### src/rtl/miriscv_irq_ctrl.sv
// ---------------------------------------------------------------------------
// miriscv_irq_ctrl
//   Fixed-priority interrupt controller sitting at the far end of the core's
//   interrupt interface. Up to N_IRQ peripheral sources are masked by the
//   core's mie, the lowest enabled index wins, and one source is serviced at
//   a time. The core acknowledges with int_rst_i (mret). The serviced
//   peripheral then gets a one-cycle one-hot irq_ret_o pulse.
//
//   Optional feature macro: MIRISCV_IRQ_EDGE_EN
//     defined   : sources are rising-edge sensitive and latched in pending
//     undefined : sources are level sensitive (default build)
//
// Parameters
//   N_IRQ         number of sources (1..32); index 0 has highest priority
//   CAUSE_OFFSET  added to the winning index to form mcause_o[30:0]
//
// Ports
//   clk_i      clock
//   rst_i      synchronous active-high reset
//   irq_req_i  peripheral interrupt requests
//   irq_ret_o  one-hot one-cycle "serviced" pulse back to the peripheral
//   mie_i      core interrupt-enable mask (bits >= N_IRQ ignored)
//   int_rst_i  core acknowledge: handler finished
//   int_o      interrupt request to the core
//   mcause_o   {1'b1, CAUSE_OFFSET+idx} while int_o is high, else 0
// ---------------------------------------------------------------------------
module miriscv_irq_ctrl #(
    parameter int unsigned N_IRQ        = 32,
    parameter int unsigned CAUSE_OFFSET = 0
) (
    input  logic             clk_i,
    input  logic             rst_i,
    input  logic [N_IRQ-1:0] irq_req_i,
    output logic [N_IRQ-1:0] irq_ret_o,
    input  logic [31:0]      mie_i,
    input  logic             int_rst_i,
    output logic             int_o,
    output logic [31:0]      mcause_o
);

    localparam int unsigned IDX_W = (N_IRQ > 1) ? $clog2(N_IRQ) : 1;

    typedef enum logic {
        IDLE = 1'b0,
        BUSY = 1'b1
    } state_t;

    state_t             state_q, state_d;
    logic [IDX_W-1:0]   idx_q, idx_d;
    logic               int_q, int_d;
    logic [31:0]        mcause_q, mcause_d;
    logic [N_IRQ-1:0]   ret_q, ret_d;

    logic [N_IRQ-1:0]   src;
    logic [N_IRQ-1:0]   eligible;
    logic [IDX_W-1:0]   win_idx;
    logic [N_IRQ-1:0]   idx_onehot;

    // One-hot decode of the latched index, used for the return pulse and
    // for clearing the pending bit of the serviced source.
    for (genvar gi = 0; gi < N_IRQ; gi++) begin : g_onehot
        assign idx_onehot[gi] = (idx_q == IDX_W'(gi));
    end

`ifdef MIRISCV_IRQ_EDGE_EN
    logic [N_IRQ-1:0] irq_q;
    logic [N_IRQ-1:0] pending_q, pending_d;
    logic [N_IRQ-1:0] rise;
    logic             ack;

    assign rise = irq_req_i & ~irq_q;
    assign ack  = (state_q == BUSY) && int_rst_i;

    // A rise arriving on the same edge as the acknowledge of that source
    // must not be lost, so the set term is OR-ed in after the clear.
    always_comb begin
        pending_d = (pending_q & ~(ack ? idx_onehot : '0)) | rise;
    end

    always_ff @(posedge clk_i) begin
        if (rst_i) begin
            irq_q     <= '0;
            pending_q <= '0;
        end else begin
            irq_q     <= irq_req_i;
            pending_q <= pending_d;
        end
    end

    assign src = pending_q;
`else
    assign src = irq_req_i;
`endif

    assign eligible = src & mie_i[N_IRQ-1:0];

    // Scan from the top down so the lowest set index is the last writer.
    always_comb begin
        win_idx = '0;
        for (int i = int'(N_IRQ) - 1; i >= 0; i--) begin
            if (eligible[i]) begin
                win_idx = IDX_W'(i);
            end
        end
    end

    always_comb begin
        state_d  = state_q;
        idx_d    = idx_q;
        int_d    = int_q;
        mcause_d = mcause_q;
        ret_d    = '0;
        case (state_q)
            IDLE: begin
                if (|eligible) begin
                    state_d  = BUSY;
                    idx_d    = win_idx;
                    int_d    = 1'b1;
                    mcause_d = {1'b1, 31'(CAUSE_OFFSET) + 31'(win_idx)};
                end
            end
            BUSY: begin
                // Mask and source changes are ignored here; only the
                // acknowledge ends the service of the latched index.
                if (int_rst_i) begin
                    state_d  = IDLE;
                    int_d    = 1'b0;
                    mcause_d = '0;
                    ret_d    = idx_onehot;
                end
            end
            default: begin
                state_d = IDLE;
            end
        endcase
    end

    always_ff @(posedge clk_i) begin
        if (rst_i) begin
            state_q  <= IDLE;
            idx_q    <= '0;
            int_q    <= 1'b0;
            mcause_q <= '0;
            ret_q    <= '0;
        end else begin
            state_q  <= state_d;
            idx_q    <= idx_d;
            int_q    <= int_d;
            mcause_q <= mcause_d;
            ret_q    <= ret_d;
        end
    end

    assign int_o     = int_q;
    assign mcause_o  = mcause_q;
    assign irq_ret_o = ret_q;

endmodule
### config.mk
export PLATFORM = sky130hd
export DESIGN_NAME = miriscv_irq_ctrl
export DESIGN_NICKNAME = d
export VERILOG_FILES = /design/src/rtl/miriscv_irq_ctrl.sv
export SDC_FILE = /design/constraint.sdc
export NUM_CORES = 1
export LEC_CHECK = 0
export ABC_AREA = 0
export BUFFER_PORTS_ARGS = -buffer_cell sky130_fd_sc_hd__buf_2
export CAP_MARGIN = 20
export CORE_MARGIN = 4
export CORE_UTILIZATION = 42
export DETAILED_ROUTE_END_ITERATION = 8
export PLACE_DENSITY = 0.8
export RECOVER_POWER = 25
export SLEW_MARGIN = 10
export SYNTH_ARGS = -nofsm -noshare
export SYNTH_HDL_FRONTEND = slang
export SYNTH_SLANG_ARGS = --single-unit
### constraint.sdc
create_clock -name clk_i -period 1.7 [get_ports clk_i]
set_clock_uncertainty 0.15 [all_clocks]
set_input_delay 0.085 -clock clk_i [delete_from_list [all_inputs] [get_ports clk_i]]
set_output_delay 0.085 -clock clk_i [all_outputs]
set_load 0.02 [all_outputs]
# After elaboration in Yosys (flattened, before gate mapping)

Cells that the tools add are included.

Bits in registers: 71
Bits in latches: 0
Memory bits (writable): 0
ROM bits: 0
Input bits: 67
Logic and storage cells: 87
Memories: 0

Add/sub/neg operators: 0
Multiply operators: 0
Divide/modulo/power cells: 0
Magnitude comparators: 0
Eq/ne operators: 33
Shift-type cells: 0
Multiplexer cells: 41
Bitwise logic cells: 3
Reductions and logical operators: 5

Operator list:

| operator             | count |
|---|---|
| $mux W5              | 32 |
| $eq A5 B5 Y1 const B | 16 |
| $mux W32             | 2 |
| $pmux W32 S2         | 1 |
| $eq A5 B4 Y1 const B | 8 |
| $and A32 B32 Y32     | 1 |
| $reduce_or A32 Y1    | 1 |
| $eq A5 B3 Y1 const B | 4 |
| $eq A5 B2 Y1 const B | 2 |
| $eq A5 B1 Y1 const B | 1 |
| $logic_not A5 Y1     | 1 |
| $mux W1              | 4 |
| $ne A2 B2 Y1 const B | 2 |
| $pmux W1 S2          | 2 |
| $reduce_and A2 Y1    | 2 |
| $reduce_or A3 Y1     | 1 |
| $not A1 Y1           | 2 |

# Depth between registers and ports, before layout

Word-level depth: 35
Mapped depth: 6

# Worst setup path before layout

No wires, ideal clock.

Kind: input -> register
From: input port irq_req_i[10]
To: register mcause_q[0] (netlist: mcause_o[0])
Setup time: 67 ps
Arrival time: 1356 ps
Path slack: 126 ps
Stages on the path: 6
Path buffers: 0
Path through: a22o_1 > or2_4 > or3_4 > o21ai_4 > nand3_2 > a21oi_2

Word-level cells in the longest chain between the ends: 14
Elaborated cells between the ends (all ways): 17
Classes of those cells: 1 x eq/ne; 13 x mux; 1 x bitwise; 2 x reduce/logical

Ends and longest elaborated chain:

| element                | line | RTL |
|---|---|---|
| from (decl)            | 33   | `input logic [N_IRQ-1:0] irq_req_i,` |
| $and A32 B32 Y32 (*)   | 95   | `assign eligible = src & mie_i[N_IRQ-1:0];` |
| $mux W5 (11 in series) | 101  | `if (eligible[i]) begin` |
| $mux W32               | 115  | `if (\|eligible) begin` |
| $pmux W32 S2           | 113  | `case (state_q)` |
| to (signal assigned)   | 149  | `mcause_q <= mcause_d;` |
| to (decl)              | 51   | `logic [31:0] mcause_q, mcause_d;` |

Mark *: on every way between the ends. The rest lies on a longest branch, timed or not. The select of a mux whose other input is x is not followed.
A chain may end at the register's enable or synchronous reset.

# Worst setup path in the final report

From: register state_q
To: register ret_q[8] (netlist: irq_ret_o[8])

Word-level cells in the longest chain between the ends: 2

Ends and longest elaborated chain:

| element                           | line | RTL |
|---|---|---|
| from (decl)                       | 48   | `state_t state_q, state_d;` |
| from (signal assigned)            | 146  | `state_q <= state_d;` |
| $not A1 Y1 (no source line)       | --   |  |
| $reduce_or A3 Y1 (no source line) | --   |  |
| to (signal assigned)              | 150  | `ret_q <= ret_d;` |
| to (decl)                         | 52   | `logic [N_IRQ-1:0] ret_q, ret_d;` |

Every way passes these cells.

==> flow_metrics.env <==
export IMPL_yosysWarnings=0
export IMPL_fin_crit_ns=1.62
export IMPL_hp_start="mie_i[15]"
export IMPL_synth_avg_cell_area_um2=8.32
export IMPL_synth_seq_cells=44
export IMPL_holdPathStages=5
export IMPL_grt_setup_unrepaired="false"
export IMPL_drive_gt1_frac=0.313
export IMPL_fin_crit_sh=0.950
export IMPL_cts_tree="built"
export IMPL_gp_routability_congestion=0.800
export IMPL_hold_viol_final=0
export IMPL_synthAdderAreaFrac=0
export IMPL_grt_ovfl_total=0
export IMPL_p_int_mw=1.54
export IMPL_cts_sinks=44
export IMPL_dp_cells=428
export IMPL_vdd_drop_max_mv=0.413
export IMPL_dp_hpwl_um=4310
export IMPL_drtIter0Drc=69
export IMPL_finalMaxSlewViolations=0
export IMPL_syn_to_final_growth_pct=33.3
export IMPL_antenna_left=0
export IMPL_port_buffers=105
export IMPL_antenna_cells=0
export IMPL_finalHoldWorstSlack_ns=0.138
export IMPL_synth_simple_area_share=0.263
export IMPL_crit_path_start_kind="flip-flop"
export IMPL_status="finished, final reports clean"
export IMPL_clk_insertion_delay_late_ns=0.29
export IMPL_pwr_density_cell_nw_per_um2=773
export IMPL_setup_viol=0
export IMPL_pwr_share_clk=0.304
export IMPL_viasPerCell=4.82
export IMPL_hold_path_class="in -> reg"
export IMPL_start_util=0.433
export IMPL_cts_setup_buffers=0
export IMPL_worstReg2RegEnd="irq_ret_o[8]"
export IMPL_required_ns=1.77
export IMPL_hold_buffers=2
export IMPL_switching_share=0.269
export IMPL_dieArea_um2=6050
export IMPL_drtPass1Iterations=4
export IMPL_worstPathArrival_ns=1.68
export IMPL_num_rows=25
export IMPL_total_power_mw=2.11
export IMPL_crit_fanout=7
export IMPL_rr_worst_depth=3
export IMPL_post_dp_cell_area_um2=2640
export IMPL_grt_max_degree=17
export IMPL_yosysSeqAreaShare=0.430
export IMPL_nets=437
export IMPL_num_vias=2111
export IMPL_cts_made_buffers=5
export IMPL_syn_area_um2=2050
export IMPL_die_w_um=77.8
export IMPL_power_leakage_nw=1.25
export IMPL_synthCells=246
export IMPL_clk_pin_slew_worst_paths_ns=0.07
export IMPL_synth_compound_area_frac=0.188
export IMPL_wl_per_cell_um=11.8
export IMPL_hold_end="mcause_o[0]"
export IMPL_synth_mux_area_fraction=0
export IMPL_synth_top_family_by_area="simple AND/OR/NAND/NOR gates"
export IMPL_comb_power_share=0.189
export IMPL_r2r_slack_ns=0.08
export IMPL_final_area_um2=2730
export IMPL_drc=0
export IMPL_first_global_vias=1890
export IMPL_grt_usage=0.163
export IMPL_stdcell_count=438
export IMPL_reg2reg_from="state_q"
export IMPL_h_tree_depth=2
export IMPL_fmax_ghz=0.619
export IMPL_dieHeight_um=77.8
export IMPL_cts_buffer_depth=2
export IMPL_seqPwrFrac=0.507
export IMPL_end_kind="flip-flop"
export IMPL_wl_um=5160
export IMPL_clk_root_buffer_cell="clkbuf_8"
export IMPL_synthXorXnorAreaFrac=0
export IMPL_antenna_found_initial=0
export IMPL_tns_ns=0
export IMPL_io_pins=132
export IMPL_critPathKind="reg -> reg"
export IMPL_drv_cap=0
export IMPL_cts_resized=0
export IMPL_coreArea_um2=4720
export IMPL_grt_pass1_wl_um=8020
export IMPL_switching_power_mw=0.568
export IMPL_ys_types=36
[flip-flops by register name, indices dropped and copies added (netlist names)]
register   flops
irq_ret_o     32
mcause_o       6
idx_q          5
state_q        1
[through the flow]
step / util / setup slack (ns)
floorplan: - / 0.126
global placement: 0.559 / -0.0301
detailed placement: 0.559 / -0.0750
CTS: 0.583 / 0.0852
global route: 0.578 / 0.0185
finish: 0.578 / 0.0842
[power by group through the flow]
stage	clock [mW]	combinational [mW]	sequential (mW)
final	0.641	0.399	1.07
after global placement	0	0.388	1.09
after detailed placement	0	0.393	1.09
after CTS	0.662	0.398	1.07
after global routing	0.721	0.440	1.07
after floorplan	0	0.269	1.09
[cell families (layout without fill, tap and decap cells)]
family | after synthesis | in the layout
simple gates | 116 | 116
buf+inv | 33 | 133
other cells | 1 | 26
flops | 44 | 44
compound gates | 52 | 52
[critical path: stages, from the launching register on]
cell and delay (ns):
dfxtp_1 0.46, nand2_1 0.20, or4_1 0.59, nor3_1 0.15
[routing by layer]
layer | GRT usage | routed length, um | up-vias
met5 | 0 | 0 | -
met4 | 0.0694 | 88 | 0
met3 | 0.0510 | 489 | 7
met2 | 0.284 | 2560 | 102
met1 | 0.180 | 2020 | 930
li1 | - | - | 1072
[worst max path at each step]
stage | start | end | slack (ns) | cells past startpoint
detailed placement | irq_req_i[26] | idx_q[2] | -0.08 | 7
global placement | irq_req_i[26] | mcause_o[0] | -0.03 | 7
finish | state_q | irq_ret_o[8] | 0.08 | 3
global route | state_q | irq_ret_o[8] | 0.02 | 3
CTS | state_q | irq_ret_o[8] | 0.09 | 3
floorplan | irq_req_i[10] | mcause_o[0] | 0.13 | 6
[cell type report]
type,instances,area [um^2]
inverter,1,3.75
sequential,44,881
fill,448,1990
multi-input combinational,194,1020
clock inverter,2,10.0
clock buffer,6,82.6
tap,67,83.8
timing repair buffer,124,648
[cell usage in the layout (no fill, tap or decap), types with 3 or more instances in the layout]
cell / instances
a211oi_1: 4
a21oi_1: 14
a22o_1: 3
a22oi_1: 11
and2_1: 4
buf_2: 85
buf_4: 17
clkbuf_1: 20
clkbuf_8: 6
conb_1: 26
dfxtp_1: 44
nand2_1: 40
nand2b_1: 6
nand3_1: 8
nand4_1: 6
nor2_1: 31
nor3_1: 12
o211ai_1: 4
[cell usage after synthesis]
master | instances | area, um^2
a211oi_1 | 4 | 30.0
a21oi_1 | 14 | 70.1
a21oi_2 | 1 | 8.76
a221oi_1 | 2 | 17.5
a222oi_1 | 2 | 20.0
a22o_1 | 3 | 26.3
a22oi_1 | 11 | 82.6
a311oi_1 | 1 | 8.76
a31o_2 | 1 | 8.76
a31oi_1 | 1 | 6.26
a32o_1 | 2 | 20.0
a32oi_1 | 1 | 8.76
and2_1 | 4 | 25.0
buf_4 | 31 | 233
clkbuf_1 | 1 | 3.75
conb_1 | 1 | 3.75
dfxtp_1 | 44 | 881
inv_1 | 1 | 3.75
nand2_1 | 40 | 150
nand2b_1 | 6 | 37.5
nand3_1 | 8 | 40.0
nand3_2 | 1 | 10.0
nand4_1 | 6 | 37.5
nor2_1 | 31 | 116
nor2b_1 | 1 | 6.26
nor3_1 | 12 | 60.1
nor3b_1 | 1 | 7.51
o2111ai_1 | 2 | 17.5
o211ai_1 | 4 | 30.0
o21ai_0 | 1 | 5.00
o21ai_4 | 1 | 16.3
o31ai_1 | 1 | 7.51
or2_4 | 1 | 8.76
or3_1 | 2 | 12.5
or3_4 | 1 | 11.3
or4_1 | 2 | 15.0
(Power assumes the default switching activity.)
